--- src/rtl/fifo_wr_arbiter.sv ---
// fifo_wr_arbiter: round-robin bounded-burst arbiter sharing one FIFO write port among NUM_REQ producers.
// Optional per-producer accepted-write counters are enabled with FIFO_ARB_STATS_EN.
module fifo_wr_arbiter #(
  parameter int NUM_REQ    = 4,
  parameter int DATA_WIDTH = 16,
  parameter int MAX_BURST  = 4
) (
  input  logic                          clk,
  input  logic                          rst_n,
  input  logic [NUM_REQ-1:0]            req_valid,
  input  logic [NUM_REQ*DATA_WIDTH-1:0] req_data,
  output logic [NUM_REQ-1:0]            req_ready,
  input  logic                          fifo_full,
  input  logic                          fifo_overflow,
  output logic                          fifo_wr_en,
  output logic [DATA_WIDTH-1:0]         fifo_data_in,
  output logic [$clog2(NUM_REQ)-1:0]    grant_id,
  output logic                          busy,
  output logic                          err_overflow
`ifdef FIFO_ARB_STATS_EN
  ,
  input  logic [$clog2(NUM_REQ)-1:0]    stat_sel,
  output logic [15:0]                   stat_cnt
`endif
);
  localparam int GW = $clog2(NUM_REQ);
  localparam int BW = $clog2(MAX_BURST) + 1;
  typedef enum logic {IDLE, BURST} state_t;
  state_t state, state_n;
  logic [GW-1:0] last_grant, last_n, grant_n, pick, idx;
  logic [BW-1:0] beat_cnt, beat_n;
  logic [DATA_WIDTH-1:0] words [NUM_REQ];
  logic accept;
  for (genvar g = 0; g < NUM_REQ; g++) begin : g_words
    assign words[g] = req_data[g*DATA_WIDTH +: DATA_WIDTH];
  end
  assign busy         = state == BURST;
  assign fifo_data_in = words[grant_id];
  assign req_ready    = (busy && rst_n && !fifo_full) ? NUM_REQ'(1) << grant_id : '0;
  assign accept       = req_valid[grant_id] & req_ready[grant_id];
  assign fifo_wr_en   = accept;
  // Scan downward so the lowest offset from last_grant+1 wins.
  always_comb begin
    pick = '0;
    idx  = '0;
    for (int i = NUM_REQ; i >= 1; i--) begin
      idx = GW'((int'(last_grant) + i) % NUM_REQ);
      pick = req_valid[idx] ? idx : pick;
    end
  end
  always_comb begin
    state_n = state;
    grant_n = grant_id;
    last_n  = last_grant;
    beat_n  = beat_cnt;
    if (state == IDLE) begin
      if (|req_valid) begin
        state_n = BURST;
        grant_n = pick;
        beat_n  = '0;
      end
    end else begin
      beat_n = accept ? beat_cnt + 1'b1 : beat_cnt;
      if ((accept && beat_cnt == BW'(MAX_BURST - 1)) || !req_valid[grant_id]) begin
        state_n = IDLE;
        last_n  = grant_id;
      end
    end
  end
  always_ff @(posedge clk) begin
    if (!rst_n) begin
      state        <= IDLE;
      grant_id     <= '0;
      last_grant   <= GW'(NUM_REQ - 1);
      beat_cnt     <= '0;
      err_overflow <= 1'b0;
    end else begin
      state        <= state_n;
      grant_id     <= grant_n;
      last_grant   <= last_n;
      beat_cnt     <= beat_n;
      err_overflow <= err_overflow | fifo_overflow;
    end
  end
`ifdef FIFO_ARB_STATS_EN
  logic [15:0] cnt [NUM_REQ];
  always_ff @(posedge clk) begin
    if (!rst_n) begin
      for (int i = 0; i < NUM_REQ; i++) cnt[i] <= '0;
      stat_cnt <= '0;
    end else begin
      if (accept && cnt[grant_id] != 16'hFFFF) cnt[grant_id] <= cnt[grant_id] + 16'd1;
      stat_cnt <= cnt[stat_sel];
    end
  end
`endif
endmodule

--- config.mk ---
export PLATFORM = sky130hd
export DESIGN_NAME = fifo_wr_arbiter
export DESIGN_NICKNAME = d
export VERILOG_FILES = /design/src/rtl/fifo_wr_arbiter.sv
export SDC_FILE = /design/constraint.sdc
export NUM_CORES = 1
export LEC_CHECK = 0
export ABC_AREA = 1
export CAP_MARGIN = 20
export CELL_PAD_IN_SITES_DETAIL_PLACEMENT = 0
export CELL_PAD_IN_SITES_GLOBAL_PLACEMENT = 2
export CORE_MARGIN = 5
export CORE_UTILIZATION = 13
export CTS_CLUSTER_SIZE = 10
export DETAILED_ROUTE_END_ITERATION = 16
export GPL_TIMING_DRIVEN = 1
export PLACE_DENSITY_LB_ADDON = 0.2
export SLEW_MARGIN = 25
export SYNTH_ARGS = -nofsm -noshare
export SYNTH_HDL_FRONTEND = slang
export SYNTH_SLANG_ARGS = --single-unit
--- constraint.sdc ---
create_clock -name clk -period 2.4 [get_ports clk]
set_input_delay 0.36 -clock clk [delete_from_list [all_inputs] [get_ports clk]]
set_output_delay 0.36 -clock clk [all_outputs]
set_load 0.01 [all_outputs]
; Word-level counts from Yosys, hierarchy flattened
; Cells that the tools add are included.
[word_totals]
output_inout_bits = 25
in_bits = 72
reg_bits = 9
[op_classes]
order_cmp = 6
reduce_logical = 11
addsub = 5
bitwise = 4
shift = 1
n_mux = 26
eq_ne = 2
[ops]
columns = cell, n
row1 = 16-bit binary-select mux with 2-bit select, 1
row2 = 16-bit 2-to-1 mux, 2
row3 = 2-bit by 3-bit < comparator with 1-bit output (second input constant), 5
row4 = 1-bit binary-select mux with 2-bit select, 6
row5 = 1-bit 2-to-1 mux, 9
row6 = 3-bit 2-to-1 mux, 3
row7 = 2-bit 2-to-1 mux, 4
row8 = 2-bit AND reduction, 3
row9 = 2-bit by 1-bit adder with 2-bit output (second input constant), 2
row10 = 2-bit adder (second input constant), 2
row11 = 4-bit 2-to-1 mux, 1
row12 = 4-bit OR reduction, 1
row13 = 1-bit by 2-bit << shifter with 4-bit output (first input constant), 1
row14 = 3-bit by 1-bit adder with 3-bit output (second input constant), 1
row15 = 3-bit by 2-bit equality test with 1-bit output (second input constant), 1
row16 = 3-bit >= comparator (second input constant), 1
row17 = 1-bit logical AND, 3
row18 = 2-bit NOT with 3-bit output, 1
row19 = 1-bit zero test, 2
row20 = 2-bit by 1-bit != test with 1-bit output (second input constant), 1
row21 = 2-bit nonzero test, 1
row22 = 1-bit AND, 1
row23 = 1-bit logical OR, 1
row24 = 1-bit NOT, 1
row25 = 1-bit OR, 1

; Longest topological paths before layout
[depth]
ltp_word = 10
mapped_depth = 11

; Worst setup path after synthesis
; No wires, ideal clock.
[synth_path]
path_type = register to output
startpoint = register grant_id[0]
endpoint = output port fifo_data_in[10]
path_slack_ns = 0.771
required_ns = 2.040
t_arrival_ns = 1.269
path_buffers = 2
path_stages_with_launch = 7
path_cell_list = dfxtp_1 buf_6 nand2_1 inv_1 clkbuf_1 a22oi_1 nand2_1
[synth_via]
elab_chain_len = 4
[synth_rtl]
columns = element, line
row1 = from (decl), 17  ; output logic [$clog2(NUM_REQ)-1:0] grant_id,
row2 = from (signal assigned), 79  ; grant_id <= grant_n;
row3 = 2-bit NOT with 3-bit output (implied by the code), 38  ; assign fifo_data_in = words[grant_id];
row4 = 16-bit binary-select mux with 2-bit select, 38
row5 = 16-bit 2-to-1 mux (implied by the code) (2 in series), 38
row6 = to (decl), 16  ; output logic [DATA_WIDTH-1:0] fifo_data_in,
; Every way passes these cells. The select of a mux whose other input is x is not followed.

; Worst setup path in the final report
[layout_path]
startpoint = input port req_valid[3]
endpoint = output port fifo_wr_en
[layout_via]
elab_chain_len = 3
[layout_rtl]
columns = element, line
row1 = from (decl), 10  ; input logic [NUM_REQ-1:0] req_valid,
row2 = 1-bit binary-select mux with 2-bit select, 40  ; assign accept = req_valid[grant_id] & req_ready[grant_id];
row3 = 1-bit 2-to-1 mux (implied by the code), 40
row4 = 1-bit AND, 40
row5 = to (decl), 15  ; output logic fifo_wr_en,
; Every way passes these cells. The select of a mux whose other input is x is not followed.

==> impl_metrics.ini <==
[run_status]
outcome = finished, final reports clean

[cts]
clk_path_buf_depth = 2
cts_buffers = 3
cts_htree_levels = 1
clockRootBuffer = clkbuf_8
cts.sinks = 9
cts_tree = yes
clkTransAtPathRegs_ps = 40
clk_latency_ps = 230

[die]
ios = 97
die_w_um = 97.6
die_area_um2 = 9530
die_height_um = 97.6
rows = 32
core_um2 = 7610
initial_utilization = 0.131

[synthesis]
synthTopCellsByArea = nand2_1 (26%), dfxtp_1 (18%), a22oi_1 (17%), nand3_1 (9.0%), inv_1 (5.6%)
synth-adder-area-share = 0.0251
netlist.area_leader.share = 0.259
synthXorXnorAreaFrac = 0
synth_top_cell_by_area = nand2_1
syn_area_per_cell_um2 = 5.74
synth_cell_types = 25
ys_seq_area_frac = 0.180
synth_warnings = 0
syn_inst = 174
netlist_area_um2 = 998
synth-compound-area-share = 0.244
syn_nets = 248
synthSimpleGateAreaFrac = 0.449
synth_top_family_by_area = simple AND/OR/NAND/NOR gates
ys_seq_elements = 9
synth_mux_area_frac = 0

[pwr]
p_per_area_nw_per_um2 = 589
pwr-share-clk = 0.134
switching_share = 0.400
switchingPower_uw = 518
p_int_uw = 776
combPwrFrac = 0.703
vdd_drop_max_mv = 0.254
seqPwrFrac = 0.163
leakagePower_uw = 0.000973

[layout]
multi_input_area_um2 = 717
syn_to_final_growth_pct = 120
finalNetCount = 355
fillerInstances = 857
ff_latch_area_um2 = 183
num_antenna_cells = 0
final_common_cell = clkdlybuf4s50_1
layout-drive-gt1-share = 0.0964
final_cell_mix = clkdlybuf4s50_1 (94), nand2_1 (69), a22oi_1 (23), nand3_1 (18), inv_1 (14)

[place]
gp_congestion = 0.795
io_buffers = 96
dpl.hpwl_um = 4420

[timing]
whs_ps = 468
final_hold_viol_count = 0
finalSetupViolations = 0
min_period_over_period = 0.939
period_minus_slack_ps = 2250
rsz0062_at_grt = false
worst_pin_slew_ps = 257
tns_ps = 0
max_freq_ghz = 0.444
slew_headroom = 0.829
slew_viol_final = 0
skew_ps = 1.31

[setup_path]
worstPathRequired_ps = 2040
r2r-start = grant_id[1]
crit_start = req_valid[3]
cp.arrival_ps = 1890
critical_path.max_fanout = 3
crit_path_start_kind = primary input
worstSetupPathType = primary input to output port
end_kind = output port

[routing]
vias = 1514
first_pass_iters = 4
post_drt_via_cell_ratio = 3.96
drtAntennaViolNets = 0
drc = 0
wl_per_cell_um = 13.5
drt_wl_total_um = 5150
dr.first_iter.drc_count = 31

[grt]
overflow = 0
antenna_found_initial = 0
grt_use_total = 0.105
grt_start_max_net_pins = 13
first_global_vias = 1478
grt_pass1_wl_um = 8170

[worst_hold_path]
min_path_type = register to register
min_from = err_overflow

[flow_run]
maxCapViolations = 0
-- worst paths after layout --
path | to | slack, ps | cells past startpoint
worst max-delay path | fifo_wr_en | 150 | 6
worst min-delay path | err_overflow | 470 | 2
worst max register to register | beat_cnt[2] | 910 | 8
worst min register to register | err_overflow | 470 | 2
-- Yosys cell counts, drive strengths merged --
cell / number
buf: 2
clkbuf: 4
nand3: 18
nor2: 10
o2111ai: 1
or2: 1
nand4: 2
nor3: 3
a21oi: 6
a21boi: 1
nand2: 70
and2: 1
inv: 18
dfxtp: 9
a22oi: 23
ha: 2
o21ai: 3
-- metal layers --
metal | share of wire | vias up | routed length, µm | global-route usage
met5 | 0 | - | 0 | 0
met4 | 0.0066 | 0 | 34 | 0.0138
met3 | 0.042 | 4 | 218 | 0.0223
met2 | 0.51 | 38 | 2630 | 0.184
met1 | 0.44 | 675 | 2270 | 0.135
li1 | - | 797 | - | -
-- sequential cells by signal, summed over array words and instances (netlist names) --
name / count
last_grant: 2
busy: 1
grant_id: 2
beat_cnt: 3
err_overflow: 1
-- kinds of logic after synthesis --
kind of cell,after synthesis
adder cells (fa/ha/maj),2
buffers and inverters,24
AO/OA/AOI/OAI,34
flip-flops,9
AND/OR/NAND/NOR,105
-- power by group through the flow --
stage | sequential [µW] | combinational (µW) | clock [µW]
floorplan | 195 | 442 | 0
global placement | 214 | 936 | 0
detailed placement | 213 | 928 | 0
CTS | 212 | 933 | 180
global route | 219 | 1010 | 192
finish | 210 | 910 | 174
-- final cells by class --
type                            count  share of cell area
Multi-Input combinational cell    141               0.326
Tap cell                          102              0.0581
Inverter                           18              0.0308
Sequential cell                     9              0.0832
Timing Repair Buffer              108               0.481
Clock buffer                        4              0.0205
-- per-stage QoR --
| stage | instances | total power (µW) | area (µm²) | utilization | setup WS, ps |
|---|---|---|---|---|---|
| 3_3_place_gp | 378 | 1150 | 2140 | 0.282 | 111 |
| 6_report | 382 | 1290 | 2200 | 0.289 | 147 |
| 2_1_floorplan | 174 | 637 | 998 | - | 771 |
| 4_1_cts | 382 | 1330 | 2190 | 0.288 | 8.06 |
| 3_5_place_dp | 378 | 1140 | 2140 | 0.282 | 91.3 |
| 5_1_grt | 382 | 1420 | 2200 | 0.289 | 19.7 |
-- worst max-delay path, cell delays in order --
cell and delay (ps):
clkdlybuf4s50_1 490, inv_1 80, o2111ai_2 240, nand2_2 80, inv_1 100, clkdlybuf4s50_1 550
-- what timing repair did --
action,4_1_cts,5_1_grt
setup buffers,0,0
setup endpoints to repair,2,11
resized for setup,1,4
hold buffers,0,0
endpoints found under the hold margin,0,0
Power figures use the tool's default switching activity.
